--- config.mk ---
export PLATFORM = sky130hd
export DESIGN_NAME = alu_result_stage
export DESIGN_NICKNAME = d
export VERILOG_FILES = /design/src/rtl/alu_result_stage.sv
export SDC_FILE = /design/constraint.sdc
export NUM_CORES = 1
export LEC_CHECK = 0
export ABC_CLOCK_PERIOD_IN_PS = 30600
export BUFFER_PORTS_ARGS = -buffer_cell sky130_fd_sc_hd__buf_2
export CELL_PAD_IN_SITES_DETAIL_PLACEMENT = 1
export CELL_PAD_IN_SITES_GLOBAL_PLACEMENT = 1
export CORE_MARGIN = 2
export CORE_UTILIZATION = 44
export DETAILED_ROUTE_END_ITERATION = 10
export PLACE_DENSITY_LB_ADDON = 0.08
export SYNTH_ARGS = -nofsm -noshare
export SYNTH_HDL_FRONTEND = slang
export SYNTH_SLANG_ARGS = --single-unit
--- constraint.sdc ---
create_clock -name clk -period 30.6 [get_ports clk]
set_input_delay 9.18 -clock clk [delete_from_list [all_inputs] [get_ports clk]]
set_output_delay 9.18 -clock clk [all_outputs]
set_load 0.05 [all_outputs]
--- src/rtl/alu_result_stage.sv ---
// alu_result_stage: execute-to-writeback stage sitting directly behind the ALU.
//
// Captures the ALU result, branch decision and flags together with instruction metadata into a
// two-entry skid buffer that drains to writeback over a valid/ready handshake. A taken branch or
// jump produces a one-cycle redirect pulse. Cycles where an instruction waits on a mul/div result
// (alu_valid low) are counted in a saturating stall counter.
//
// Ports
//   clk, rst             clock; asynchronous active-high reset
//   flush                synchronous flush: empties the buffer and drops this cycle's input
//   in_valid/in_ready    upstream handshake (in_ready depends only on registered state, flush, rst)
//   alu_*                ALU result, result-valid, branch-taken and flags
//   in_is_branch/jump    instruction class
//   in_target/rd/pc      redirect target, destination register, instruction PC
//   out_valid/out_ready  writeback handshake for the head entry
//   out_result/rd/we/exc/pc  head entry fields
//   redirect_valid/pc    one-cycle redirect pulse and target
//   stall_cnt            saturating mul/div stall cycle count

package alu_result_stage_pkg;
    typedef struct packed {
        logic invalid_op;
        logic overflow;
        logic carry;
        logic negative;
        logic zero;
    } alu_flags_t;
endpackage

module alu_result_stage
    import alu_result_stage_pkg::*;
#(
    parameter int unsigned WIDTH      = 64,
    parameter int unsigned REG_ADDR_W = 5,
    parameter int unsigned CNT_W      = 32
) (
    input  logic                  clk,
    input  logic                  rst,
    input  logic                  flush,
    input  logic                  in_valid,
    output logic                  in_ready,
    input  logic [WIDTH-1:0]      alu_result,
    input  logic                  alu_valid,
    input  logic                  alu_branch,
    input  alu_flags_t            alu_flags,
    input  logic                  in_is_branch,
    input  logic                  in_is_jump,
    input  logic [WIDTH-1:0]      in_target,
    input  logic [REG_ADDR_W-1:0] in_rd,
    input  logic [WIDTH-1:0]      in_pc,
    output logic                  out_valid,
    input  logic                  out_ready,
    output logic [WIDTH-1:0]      out_result,
    output logic [REG_ADDR_W-1:0] out_rd,
    output logic                  out_we,
    output logic                  out_exc,
    output logic [WIDTH-1:0]      out_pc,
    output logic                  redirect_valid,
    output logic [WIDTH-1:0]      redirect_pc,
    output logic [CNT_W-1:0]      stall_cnt
);

    typedef struct packed {
        logic [WIDTH-1:0]      result;
        logic [REG_ADDR_W-1:0] rd;
        logic                  we;
        logic                  exc;
        logic [WIDTH-1:0]      pc;
    } entry_t;

    logic [1:0]       count_q, count_d;
    entry_t           ent0_q, ent0_d;   // head
    entry_t           ent1_q, ent1_d;   // second (tail when full)
    entry_t           new_ent;
    logic             redirect_valid_q, redirect_valid_d;
    logic [WIDTH-1:0] redirect_pc_q, redirect_pc_d;
    logic [CNT_W-1:0] stall_cnt_q, stall_cnt_d;

    logic accept;
    logic pop;
    logic stall;
    logic take_redirect;

    // No path from out_ready: a full buffer refuses input even when it is popped this cycle.
    assign in_ready = (count_q != 2'd2) && !flush && !rst;
    assign accept   = in_valid && alu_valid && in_ready;
    assign stall    = in_valid && !alu_valid && in_ready;
    assign pop      = out_valid && out_ready;

    assign take_redirect = accept && !alu_flags.invalid_op &&
                           (in_is_jump || (in_is_branch && alu_branch));

    always_comb begin
        new_ent.result = alu_result;
        new_ent.rd     = in_rd;
        new_ent.we     = (in_rd != '0) && !alu_flags.invalid_op && !in_is_branch;
        new_ent.exc    = alu_flags.invalid_op;
        new_ent.pc     = in_pc;
    end

    always_comb begin
        count_d          = count_q;
        ent0_d           = ent0_q;
        ent1_d           = ent1_q;
        redirect_valid_d = 1'b0;
        redirect_pc_d    = redirect_pc_q;
        stall_cnt_d      = stall_cnt_q;

        if (!flush) begin
            // accept already excludes count==2, so accept+pop only happens with one entry held
            case ({accept, pop})
                2'b11: ent0_d = new_ent;
                2'b01: begin
                    ent0_d  = ent1_q;
                    count_d = count_q - 2'd1;
                end
                2'b10: begin
                    if (count_q == 2'd0) begin
                        ent0_d = new_ent;
                    end else begin
                        ent1_d = new_ent;
                    end
                    count_d = count_q + 2'd1;
                end
                default: ;
            endcase

            redirect_valid_d = take_redirect;
            if (take_redirect) begin
                redirect_pc_d = in_target;
            end
        end else begin
            count_d = 2'd0;
        end

        if (stall && (stall_cnt_q != '1)) begin
            stall_cnt_d = stall_cnt_q + 1'b1;
        end
    end

    always_ff @(posedge clk or posedge rst) begin
        if (rst) begin
            count_q          <= 2'd0;
            ent0_q           <= '0;
            ent1_q           <= '0;
            redirect_valid_q <= 1'b0;
            redirect_pc_q    <= '0;
            stall_cnt_q      <= '0;
        end else begin
            count_q          <= count_d;
            ent0_q           <= ent0_d;
            ent1_q           <= ent1_d;
            redirect_valid_q <= redirect_valid_d;
            redirect_pc_q    <= redirect_pc_d;
            stall_cnt_q      <= stall_cnt_d;
        end
    end

    assign out_valid      = (count_q != 2'd0);
    assign out_result     = ent0_q.result;
    assign out_rd         = ent0_q.rd;
    assign out_we         = ent0_q.we;
    assign out_exc        = ent0_q.exc;
    assign out_pc         = ent0_q.pc;
    assign redirect_valid = redirect_valid_q;
    assign redirect_pc    = redirect_pc_q;
    assign stall_cnt      = stall_cnt_q;

endmodule

After elaboration in Yosys (flattened, before gate mapping)
Index checks and enable logic that the tools add are counted.
{"block": "word_totals", "reg_bits": 369, "input_bits": 211, "output_inout_bits": 234}
{"block": "op_classes", "add_sub_neg": 3, "eq_ne": 6, "mux": 5, "n_bitwise": 2, "n_reduce_logical": 27}
{"cell": "case mux 135 bit (3 select lines)", "n": 1}
{"cell": "two-way mux 135 bit", "n": 1}
{"cell": "adder 32 x 1 -> 32 bit, second input constant", "n": 1}
{"cell": "!= test 32 bit, second input constant", "n": 1}
{"cell": "logical AND 1 bit", "n": 13}
{"cell": "AND reduction 3 bit", "n": 2}
{"cell": "nonzero test 3 bit", "n": 2}
{"cell": "zero test 1 bit", "n": 5}
{"cell": "nonzero test 5 bit", "n": 1}
{"cell": "equality test 2 bit, second input constant", "n": 2}
{"cell": "!= test 2 bit, second input constant", "n": 2}
{"cell": "case mux 2 bit (2 select lines)", "n": 1}
{"cell": "adder 2 x 1 -> 2 bit, second input constant", "n": 1}
{"cell": "equality test 2 x 1 -> 1 bit, second input constant", "n": 1}
{"cell": "zero test 2 bit", "n": 1}
{"cell": "two-way mux 2 bit", "n": 1}
{"cell": "inverter 1 bit", "n": 2}
{"cell": "AND reduction 2 bit", "n": 1}
{"cell": "nonzero test 2 bit", "n": 1}
{"cell": "subtractor 2 x 1 -> 2 bit, second input constant", "n": 1}
{"cell": "logical OR 1 bit", "n": 1}
{"cell": "two-way mux 1 bit", "n": 1}

Logic depth before layout (Yosys ltp)
{"block": "depth", "word_depth": 7, "depth_mapped": 10, "ltp_nobuf": 6}

Worst setup path before layout
No wires, ideal clock.
{"block": "synth_path", "path_kind": "input-to-output", "startpoint": "input flush", "endpoint": "output in_ready", "arrival_time_ps": 10166, "required_time_ps": 21420, "slack_ps": 11254, "stages": 3, "path_buffers": 1, "cell_sequence": "or2_0 buf_2 nor2_1"}
{"block": "synth_between", "elab_chain_cells": 3}
{"element": "start, declared", "line": "39", "source": "input logic flush,"}
{"element": "zero test 1 bit"}
{"element": "logical AND 1 bit (2 in series)", "line": "85", "source": "assign in_ready = (count_q != 2'd2) && !flush && !rst;"}
{"element": "end, declared", "line": "41", "source": "output logic in_ready,"}
Every way passes these cells.

Worst setup path after layout
Ends and elaborated chain as after synthesis.

==> run_results.csv <==
group,metric,value,unit
placement,gp_congestion,0.812,
final_layout,layout-drive-gt1-share,44.0,%
synth,synthArstFlopShare,100,%
timing,drv_slew,0,
clock_tree,cts_buffers,42,
timing,report.final.hold_viol_count,0,
synth,yosys_most_used_dff,"dfrtp_1",
synth,synth_seq_cells,369,
synth,post_synth_num_cell_types,38,
placement,pre_cts_ws,11320,ps
global_route,track_usage,22.3,%
power_and_ir_drop,ir_worst_vdd,0.0541,mV
worst_setup_path,start_kind,"input pin",
clock_tree,clock_sinks,369,
power_and_ir_drop,power.density,86.2,nW/um2
clock_tree,clk_pin_slew,60,ps
final_layout,design_area,19400,um2
synth,synth_mux_area_share,24.6,%
synth,synth_cells,1182,
timing,hold_slack,473,ps
worst_setup_path,crit_fanout,6,
clock_tree,insertion_delay,540,ps
global_route,grt_max_degree,163,
timing,skew,17.1,ps
synth,yosys.area.top_type,"dfrtp_1",
routing,wl,41300,um
clock_tree,cts_tree,"done",
final_layout,num-fill-cells,3638,
worst_setup_path,worstSetupPathType,"input pin to primary output",
global_route,grt_pass1_vias,11338,
synth,syn_nets,1394,
routing,antenna_left,0,
clock_tree,postCtsSetupBuffers,0,
global_route,grt_pass1_wl,63800,um
synth,synth_edf_count,0,
synth,synth-xor-area-share,1.70,%
synth,netlist_top_cells_count,"dfrtp_1 (369), mux2_2 (152), nand2_1 (149)",
synth,synth_top_family_by_area,"multiplexers",
timing,fin_tns_setup,0,ps
clock_tree,htreeDepth,2,
final_layout,final_net_count,1820,
flow_run,maxCapViolCount,0,
global_route,antenna_found_initial,17,
synth,yosys.area_share.adder,0.0809,%
routing,dr.first_iter.drc_count,432,
synth,synthSimpleGateAreaFrac,6.73,%
routing,drcViolationCount,0,
synth,netlist_top_cells_area,"dfrtp_1 (60%), mux2_2 (11%), mux2i_1 (8.7%)",
routing,via_count,10792,
floorplan,dieArea,36700,um2
status,run_status,"complete, no violations",
placement,dpl.hpwl,27800,um
clock_tree,cts_hold_buf,0,
clock_tree,cts_resized,0,
global_route,globalRouteOverflowTotal,0,
floorplan,rows,68,
synth,syn_area_per_cell,13.1,um2
floorplan,die_x,192,um
power_and_ir_drop,p_leak,9.93,nW
floorplan,io_pins,445,
floorplan,core_area,34500,um2
timing,fin_crit,19290,ps
timing,rsz0062_at_grt,"no",
placement,dpl_cell_area,18000,um2
timing,fmax,0.0518,GHz
routing,vias_per_cell,5.13,
worst_setup_path,endpoint_kind,"primary output",
synth,ys_warn_count,0,
synth,syn-cell-area,15500,um2
synth,synth-compound-area-share,4.78,%
timing,setup_viol,0,
hold_path,hp-class,"flop to flop",
timing,timing.final.crit_share,63.0,%
floorplan,die_h,192,um
synth,netlist.area_leader.share,59.7,%
timing,worst_slack,11310,ps
clock_tree,clock_tree.buffer_depth,3,
power_and_ir_drop,total_power,1.67,mW
floorplan,start_util,44.8,%
final_layout,area_growth,25.4,%
synth,yosysMostFrequentCell,"dfrtp_1",
clock_tree,cts_root_buf,"clkbuf_16",
worst_setup_path,required,21420,ps
final_layout,regArea,9230,um2
routing,wire_per_inst,19.6,um
synth,yosysSeqAreaShare,59.7,%
final_layout,multi_input_area,5880,um2
placement,port_buffers,440,
routing,dr.pass1.iters,4,
timing,timing.slew.headroom,17.6,%
worst_setup_path,critPathArrivalTime,10110,ps
timing,worst_pin_slew,1240,ps
-- stage by stage --
stage,utilization [%],instances
global route,56.1,2097
finish,56.2,2103
CTS,56.1,2092
detailed placement,52.1,2019
global placement,52.1,2019
floorplan,-,1182
-- final timing paths --
kind	from	slack, ps	to	depth (start not counted)
setup / recovery	flush	11310	in_ready	4
hold / removal	out_result[7]	470	out_result[7]	2
setup reg to reg	count_q[1]	27290	ent1_q[53]	6
hold reg to reg	out_result[7]	470	out_result[7]	2
max in group asynchronous	rst	20200	out_pc[53]	3
min in group asynchronous	rst	8840	ent1_q[120]	2
-- power by group --
part           internal (mW)  total [mW]  switching [mW]
sequential             0.586       0.638          0.0518
combinational          0.130       0.537           0.407
clock                  0.302       0.497           0.196
-- metal layers --
layer | part of all wire [%] | vias to the layer above | GRT usage (%) | wire (um)
met5 | 0.20 | - | 0 | 84
met4 | 2.8 | 14 | 7.34 | 1150
met3 | 9.0 | 87 | 8.32 | 3730
met2 | 50 | 306 | 38.2 | 20500
met1 | 38 | 5383 | 25.6 | 15800
li1 | - | 5002 | - | -
-- sequential cells by signal, indices dropped and copies added (netlist names) --
register,count
out_result,64
ent1_q,135
out_we,1
redirect_pc,64
out_exc,1
out_pc,64
count_q,2
stall_cnt,32
out_rd,5
redirect_valid,1
-- cell families (layout without fill, tap and decap cells) --
family,count (synthesis),after routing
AOI/OAI and AO/OA,144,144
xor gates and xnor gates,30,30
adders and majority gates,1,1
buffers and inverters,72,527
DFF,369,369
muxes,336,336
other,0,11
and+or+nand+nor,230,230
-- critical path, stage by stage --
cell and delay (ps):
buf_2 140, or2_0 370, nor2_1 140, buf_2 270
-- final cells by class --
type,count,share of cell area (%)
antenna,11,0.142
clock buffer,65,6.76
clock inverter,8,0.335
inverter,5,0.135
multi-input combinational,741,30.3
sequential,369,47.6
tap,455,2.93
timing repair buffer,449,11.8
-- placed cells by master (no fill, tap or decap), drive strengths merged, types with 6 or more instances in the layout --
cell type  count
buf          449
dfrtp        369
mux2         201
nand2        149
o21ai        136
mux2i        135
clkbuf        65
xor2          20
nor3          17
diode         11
nor2          11
xnor2         10
nand3         10
nand4          9
and3           7
clkinv         7
nor4           7
and4           6
(Power assumes the default switching activity.)
